[config.mk]
export PLATFORM = sky130hd
export DESIGN_NAME = io_clk_wkup_det
export DESIGN_NICKNAME = d
export VERILOG_FILES = /design/src/rtl/io_clk_wkup_pkg.sv /design/src/rtl/io_sync2.sv /design/src/rtl/io_clk_wkup_det.sv
export SDC_FILE = /design/constraint.sdc
export NUM_CORES = 1
export LEC_CHECK = 0
export CORE_MARGIN = 8
export CORE_UTILIZATION = 40
export CTS_CLUSTER_SIZE = 24
export DETAILED_ROUTE_END_ITERATION = 7
export RECOVER_POWER = 50
export REMOVE_ABC_BUFFERS = 1
export SYNTH_ARGS = -nofsm -noshare
export SYNTH_HDL_FRONTEND = slang
export SYNTH_SLANG_ARGS = --single-unit
[constraint.sdc]
create_clock -name clk -period 6.7 [get_ports clk]
set_input_delay 1.005 -clock clk [delete_from_list [all_inputs] [get_ports clk]]
set_output_delay 1.005 -clock clk [all_outputs]
set_load 0.01 [all_outputs]
[src/rtl/io_clk_wkup_pkg.sv]
// Shared definitions for the wakeup-line detector: state encodings, default
// filter/timeout lengths and saturating counter helpers.
package io_clk_wkup_pkg;

    localparam int FILT_CYC_DEF = 4;
    localparam int TO_CYC_DEF   = 255;

    typedef enum logic [1:0] {
        ST_IDLE = 2'b00,
        ST_FILT = 2'b01,
        ST_REQ  = 2'b10,
        ST_REL  = 2'b11
    } wkup_state_e;

    function automatic logic [3:0] sat_inc4(input logic [3:0] v);
        return (v == 4'hf) ? v : v + 4'd1;
    endfunction

    function automatic logic [7:0] sat_inc8(input logic [7:0] v);
        return (v == 8'hff) ? v : v + 8'd1;
    endfunction

endpackage

[src/rtl/io_sync2.sv]
// Two-flop synchronizer for a single asynchronous level; reset clears both
// stages so nothing stale leaks out after reset release.
module io_sync2 (
    input  logic clk,
    input  logic reset,
    input  logic d,
    output logic q
);

    logic meta;

    always_ff @(posedge clk or posedge reset) begin
        if (reset) begin
            meta <= 1'b0;
            q    <= 1'b0;
        end else begin
            meta <= d;
            q    <= meta;
        end
    end

endmodule

[src/rtl/io_clk_wkup_det.sv]
// Wakeup-line detector: filters the synchronized shared line, raises a
// four-phase request to the consumer, and flags an acknowledge timeout.
module io_clk_wkup_det
    import io_clk_wkup_pkg::*;
#(
    parameter int FILT_CYC = FILT_CYC_DEF,
    parameter int TO_CYC   = TO_CYC_DEF
) (
    input  logic       clk,
    input  logic       reset,
    input  logic       drain_in,
    input  logic       en,
    input  logic       wkup_ack,
    input  logic       err_clr,
    output logic       wkup_req,
    output logic       wkup_active,
    output logic       wkup_err,
    output logic [1:0] state_o
);

    localparam logic [3:0] FILT_LIM = 4'(FILT_CYC);
    localparam logic [7:0] TO_LIM   = 8'(TO_CYC);

    wkup_state_e state, state_nxt;
    logic [3:0]  filt_cnt, filt_nxt, filt_inc;
    logic [7:0]  to_cnt, to_nxt, to_inc;
    logic        err_set;
    logic        line;

    io_sync2 u_sync (
        .clk   (clk),
        .reset (reset),
        .d     (drain_in),
        .q     (line)
    );

    // Thresholds compare the incremented count, so the cycle that reaches
    // the limit is the one that moves the state.
    always_comb begin
        state_nxt = state;
        filt_nxt  = filt_cnt;
        to_nxt    = to_cnt;
        err_set   = 1'b0;
        filt_inc  = sat_inc4(filt_cnt);
        to_inc    = sat_inc8(to_cnt);
        if (!en) begin
            state_nxt = ST_IDLE;
            filt_nxt  = '0;
            to_nxt    = '0;
        end else begin
            case (state)
                ST_IDLE: begin
                    if (line) begin
                        to_nxt = '0;
                        if (FILT_LIM <= 4'd1) begin
                            state_nxt = ST_REQ;
                            filt_nxt  = '0;
                        end else begin
                            state_nxt = ST_FILT;
                            filt_nxt  = 4'd1;
                        end
                    end
                end
                ST_FILT: begin
                    if (!line) begin
                        state_nxt = ST_IDLE;
                        filt_nxt  = '0;
                    end else if (filt_inc >= FILT_LIM) begin
                        state_nxt = ST_REQ;
                        filt_nxt  = '0;
                        to_nxt    = '0;
                    end else begin
                        filt_nxt = filt_inc;
                    end
                end
                ST_REQ: begin
                    to_nxt = to_inc;
                    if (wkup_ack) begin
                        state_nxt = ST_REL;
                        to_nxt    = '0;
                        filt_nxt  = '0;
                    end else if (to_inc >= TO_LIM) begin
                        err_set   = 1'b1;
                        state_nxt = ST_REL;
                        to_nxt    = '0;
                        filt_nxt  = '0;
                    end
                end
                ST_REL: begin
                    if (line) begin
                        filt_nxt = '0;
                    end else if ((filt_inc >= FILT_LIM) && !wkup_ack) begin
                        state_nxt = ST_IDLE;
                        filt_nxt  = '0;
                    end else begin
                        filt_nxt = filt_inc;
                    end
                end
                default: begin
                    state_nxt = ST_IDLE;
                    filt_nxt  = '0;
                    to_nxt    = '0;
                end
            endcase
        end
    end

    // Outputs are decoded from the next state into their own flops.
    always_ff @(posedge clk or posedge reset) begin
        if (reset) begin
            state       <= ST_IDLE;
            filt_cnt    <= '0;
            to_cnt      <= '0;
            wkup_req    <= 1'b0;
            wkup_active <= 1'b0;
            wkup_err    <= 1'b0;
        end else begin
            state       <= state_nxt;
            filt_cnt    <= filt_nxt;
            to_cnt      <= to_nxt;
            wkup_req    <= (state_nxt == ST_REQ);
            wkup_active <= state_nxt[1];
            wkup_err    <= err_set | (wkup_err & ~err_clr);
        end
    end

    assign state_o = state;

endmodule
* Yosys cells after proc, flatten, opt, wreduce, memory -nomap -nowiden
Index checks and enable logic that the tools add are counted.
** Storage, ports and cells
- Bits in registers :: 19
- Word-level logic and storage cells :: 62
** Cells by class
- Multiplexer cells :: 31
- Bitwise logic cells :: 3
- Equality and inequality tests :: 11
- Add/subtract/negate cells :: 2
- Reduce and logical (&&, ||, !) cells :: 5
- Order comparisons :: 2
** Operators with widths (number)
- 2-to-1 mux 8 bit :: 7
- 2-to-1 mux 4 bit :: 9
- case mux 8 bit (3 select lines) :: 1
- 2-to-1 mux 2 bit :: 8
- case mux 4 bit (4 select lines) :: 1
- adder 8 x 1 -> 8 bit, second input constant :: 1
- == test 8 bit, second input constant :: 1
- greater-or-equal comparator 8 bit, second input constant :: 1
- case mux 2 bit (4 select lines) :: 1
- == test 2 bit, second input constant :: 3
- inequality test 3 x 2 -> 1 bit, second input constant :: 2
- adder 4 x 1 -> 4 bit, second input constant :: 1
- == test 4 bit, second input constant :: 1
- greater-or-equal comparator 4 x 3 -> 1 bit, second input constant :: 1
- 2-to-1 mux 1 bit :: 4
- inequality test 4 x 1 -> 1 bit, second input constant :: 1
- inequality test 4 bit, second input constant :: 1
- AND reduction 4 bit :: 1
- inequality test 3 bit, second input constant :: 1
- == test 2 x 1 -> 1 bit, second input constant :: 1
- zero test 2 bit :: 1
- AND reduction 2 bit :: 1
- AND 1 bit :: 1
- logical AND 1 bit :: 1
- other kinds (3) :: 3

* Longest topological paths before layout
- Word-level depth :: 9
- Depth in mapped cells :: 9

* By module
From an unflattened synthesis, not the netlist that was laid out.
** Second synthesis, totals
- Cell total of the unflattened synthesis :: 128
- Area, all modules :: 1183.6 um2
** Modules (own cells, without submodules)
- io_clk_wkup_det :: cells each 125, sequential area each 400.4 um2, area each 1129.8 um2, instances 1
- io_sync2 :: cells each 3, sequential area each 50.0 um2, area each 53.8 um2, instances 1

* Least setup slack after synthesis
Ideal clock, no wire load.
- Path type :: input -> register
- From :: input en
- To :: register to_cnt[2]
- Path slack :: 4333 ps
- Arrival time :: 2290 ps
- Cell stages on the path :: 6
- Path through :: inv_1 or4b_2 nor2_2 buf_4 o21ai_0 a21oi_1
** Between the ends
- Word-level cells in the longest chain between the ends :: 2
- Elaborated cells on any way between the ends :: 6
- Those cells by class :: eq/ne (4); mux (1); reduce/logical (1)
** Ends and longest elaborated chain
- start: declaration :: RTL line io_clk_wkup_det.sv:12 : input logic en,
- inequality test 4 x 1 -> 1 bit (no line), or another cell as far along
- AND reduction 4 bit (no line)
- end signal: assignment :: RTL line io_clk_wkup_det.sv:120 : to_cnt <= to_nxt;
- end: declaration :: RTL line io_clk_wkup_det.sv:26 : logic [7:0] to_cnt, to_nxt, to_inc;
Parallel ways exist; a longest one is shown, timed or not.
A chain may end at the register's enable or synchronous reset.

* Worst setup path in the final report
- From :: input wkup_ack
- To :: register to_cnt[5]
** Between the ends
- Word-level cells in the longest chain between the ends :: 3
** Ends and longest elaborated chain
- start: declaration :: RTL line io_clk_wkup_det.sv:13 : input logic wkup_ack,
- 2-to-1 mux 8 bit :: RTL line io_clk_wkup_det.sv:78 : if (wkup_ack) begin
- case mux 8 bit (3 select lines) :: RTL line io_clk_wkup_det.sv:51 : case (state)
- 2-to-1 mux 8 bit :: RTL line io_clk_wkup_det.sv:46 : if (!en) begin
No other way between the ends.

==> summary.txt <==
Status - finished, final reports clean
Sw Ratio - 23.63%
Seq. cell area - 450.4 um2
Data arrival time of the worst path - 3.11 ns
Post-CTS Hold Buffers - 0
DRC violations left - 0
Post-CTS Resized - 0
Post-layout util - 46.39%
Cells after Synth - 124
Worst Path Required - 6.93 ns
Full die area - 4679 um2
Yosys top cell by area - dfrtp_1
Total chip power - 195.1 uW
Synth Warn # - 0
EDFF count, synth - 0
DRT Wirelength - 2396 um
Crit-path max cell delay - 0.77 ns
Max FO, Critical Path - 15
Worst-path clk slew - 0.11 ns
Nets - 143
CP max stage cell - or4b_2
Avg Synthesized Cell Area - 8.859 um2
Fill cells - 264
Comb power frac - 6.6%
Largest net degree at the start of global routing - 19
Min Tclk post-route - 2.879 ns
Leakage - 0.5097 nW
First-pass GRT wire length - 4091 um
P_sw - 46.11 uW
Die height - 68.41 um
Avg Vias per Cell - 5.642
Post-Synthesis Cell Area - 1099 um2
CTS sink cnt - 18
Initial DRC count - 55
Final worst-path cycle share - 42.98%
IO Pins - 11
GP Congestion - 0.8635
Pre-antenna DRT Iters - 4
Final non-filler cell total - 165
Multi-input logic area - 598.1 um2
Clk_lat worst skew - 0.30 ns
P_int - 149.0 uW
List of most frequent post-synthesis cells - a21oi_1, dfrtp_1, nand2_1
Via count - 931
Share of the yosys chip area belonging to registers - 41.00%
Antenna Cells - 0
Final setup viols - 0
CTS tree - done
Final ANT Viol Nets - 0
Max frequency - 0.3473 GHz
Number of global-route vias before repair - 866
Worst setup EP type - flip-flop
Die W - 68.41 um
Area grow syn2layout - 13.44%
Primary FF master, synth - dfrtp_1
Clk root buf - clkbuf_4
Number of port buffers - 10
Max-slew headroom - 54.21%
CTS buffer count - 3
Seq cells post-synth - 18
Initial antenna violation count - 0
Max cap viols - 0
Fin. max-slew vios - 0
Tot GR Track Use - 11.24%
Worst Max-Slew Pin Slew - 0.6861 ns
Sequential share of power - 57.7%
FF-to-FF setup slack - 4.25 ns
Maximum root-to-sink buffer count - 2
Library cells used by synthesis - 39
Initial Utilization - 40.89%
Setup TNS - 0 ns
Placed insts - 161
Cell Rows - 19
Peak VDD IR - 0.0001212 V
Synth top area share - 41.00%
Setup Buffers After CTS - 0
Power Density - 156.6 nW/um2
Worst path cell trace - clkdlybuf4s50_1 -> or4b_2 -> nor2_2 -> o21ai_0 -> a31oi_1
Max Clock Skew - 0.004239 ns
RSZ-0062 raised after global routing - false
Hold slack final - 0.3671 ns
Final hold viol count - 0
Share of layout cells above drive strength 1 - 8.955%
Htree depth - 1
Detailed placement HPWL - 1752 um
Remaining Overflow, GRT - 0
Crit path kind - in2reg
CP startpoint kind - input port
Hold WC Path Type - reg2reg
Core area - 2686 um2
Clock Power Share - 35.7%
Avg WL per Cell - 14.52 um
Async SR Flop Fraction - 100.0%
Ranking of synthesized cells by area - dfrtp_1, a21oi_1, nand2_1
## sequential cells by signal, indices dropped and copies added, names as in the netlist
signal       cells
filt_cnt         4
state_o          2
to_cnt           8
u_sync.meta      1
u_sync.q         1
wkup_err         1
wkup_req         1
## final cells by class
class / instances / area share (%)
Inverter: 6 / 1.807
Clock buffer: 4 / 2.912
Sequential cell: 18 / 36.14
Multi-Input combinational cell: 96 / 47.99
Tap cell: 31 / 3.112
Timing Repair Buffer: 10 / 8.032
## layer usage
| layer | vias up | GRT usage [%] | wire length (um) |
|---|---|---|---|
| met3 | 2 | 2.619 | 63 |
| met2 | 9 | 17.42 | 1152 |
| met4 | 0 | 3.836 | 12 |
| li1 | 476 | - | - |
| met5 | - | 0 | 0 |
| met1 | 444 | 14.95 | 1168 |
## path summary, 6_finish.rpt
kind / end / depth (start not counted) / from
hold / removal: u_sync.q$_DFF_PP0_ / 0 / u_sync.meta$_DFF_PP0_
hold reg to reg: u_sync.q$_DFF_PP0_ / 0 / u_sync.meta$_DFF_PP0_
setup / recovery: to_cnt[5]$_DFFE_PP0P_ / 5 / wkup_ack
setup reg to reg: to_cnt[5]$_DFFE_PP0P_ / 7 / to_cnt[0]$_DFFE_PP0P_
min in group asynchronous: u_sync.meta$_DFF_PP0_ / 2 / reset
max in group asynchronous: to_cnt[0]$_DFFE_PP0P_ / 2 / reset
## kinds of logic after synthesis
group           count (synthesis)  share of synthesized area [%]
simple gates                   48                          25.97
compound gates                 44                          24.49
flops                          18                          41.00
buf+inv                        10                          4.555
fa+ha+maj                       2                          2.278
xor+xnor                        1                         0.7974
mux                             1                         0.9112
## metrics by stage
step	setup slack, ns	instance area [um2]
after floorplan	4.249	1071
after global placement	3.603	1210
after detailed placement	3.533	1210
after CTS	3.864	1246
after global routing	3.702	1246
final	3.821	1246
## power by group through the flow
stage / registers, mW / clock network (mW) / logic, mW
floorplan: 0.114 / 0 / 0.00720
global placement: 0.115 / 0 / 0.0131
detailed placement: 0.115 / 0 / 0.0133
CTS: 0.113 / 0.0708 / 0.0133
global route: 0.113 / 0.0748 / 0.0148
finish: 0.113 / 0.0697 / 0.0128
## cells in the final DEF (no fill, tap or decap), drive strengths merged, types with 4 or more instances in the layout
master | synthesis | routed
dfrtp | 18 | 18
clkdlybuf4s50 | 0 | 8
nand2b | 4 | 4
clkbuf | 0 | 4
nand2 | 13 | 13
inv | 6 | 6
nand3 | 4 | 4
a21oi | 18 | 18
nor4 | 4 | 4
o21ai | 9 | 9
nor2 | 4 | 4
## worst max-delay path, delay by kind of cell
family          cells  cell delay (ns)
compound gates      2             0.37
simple gates        2             1.23
buf+inv             1             0.50
(Power assumes the default switching activity.)
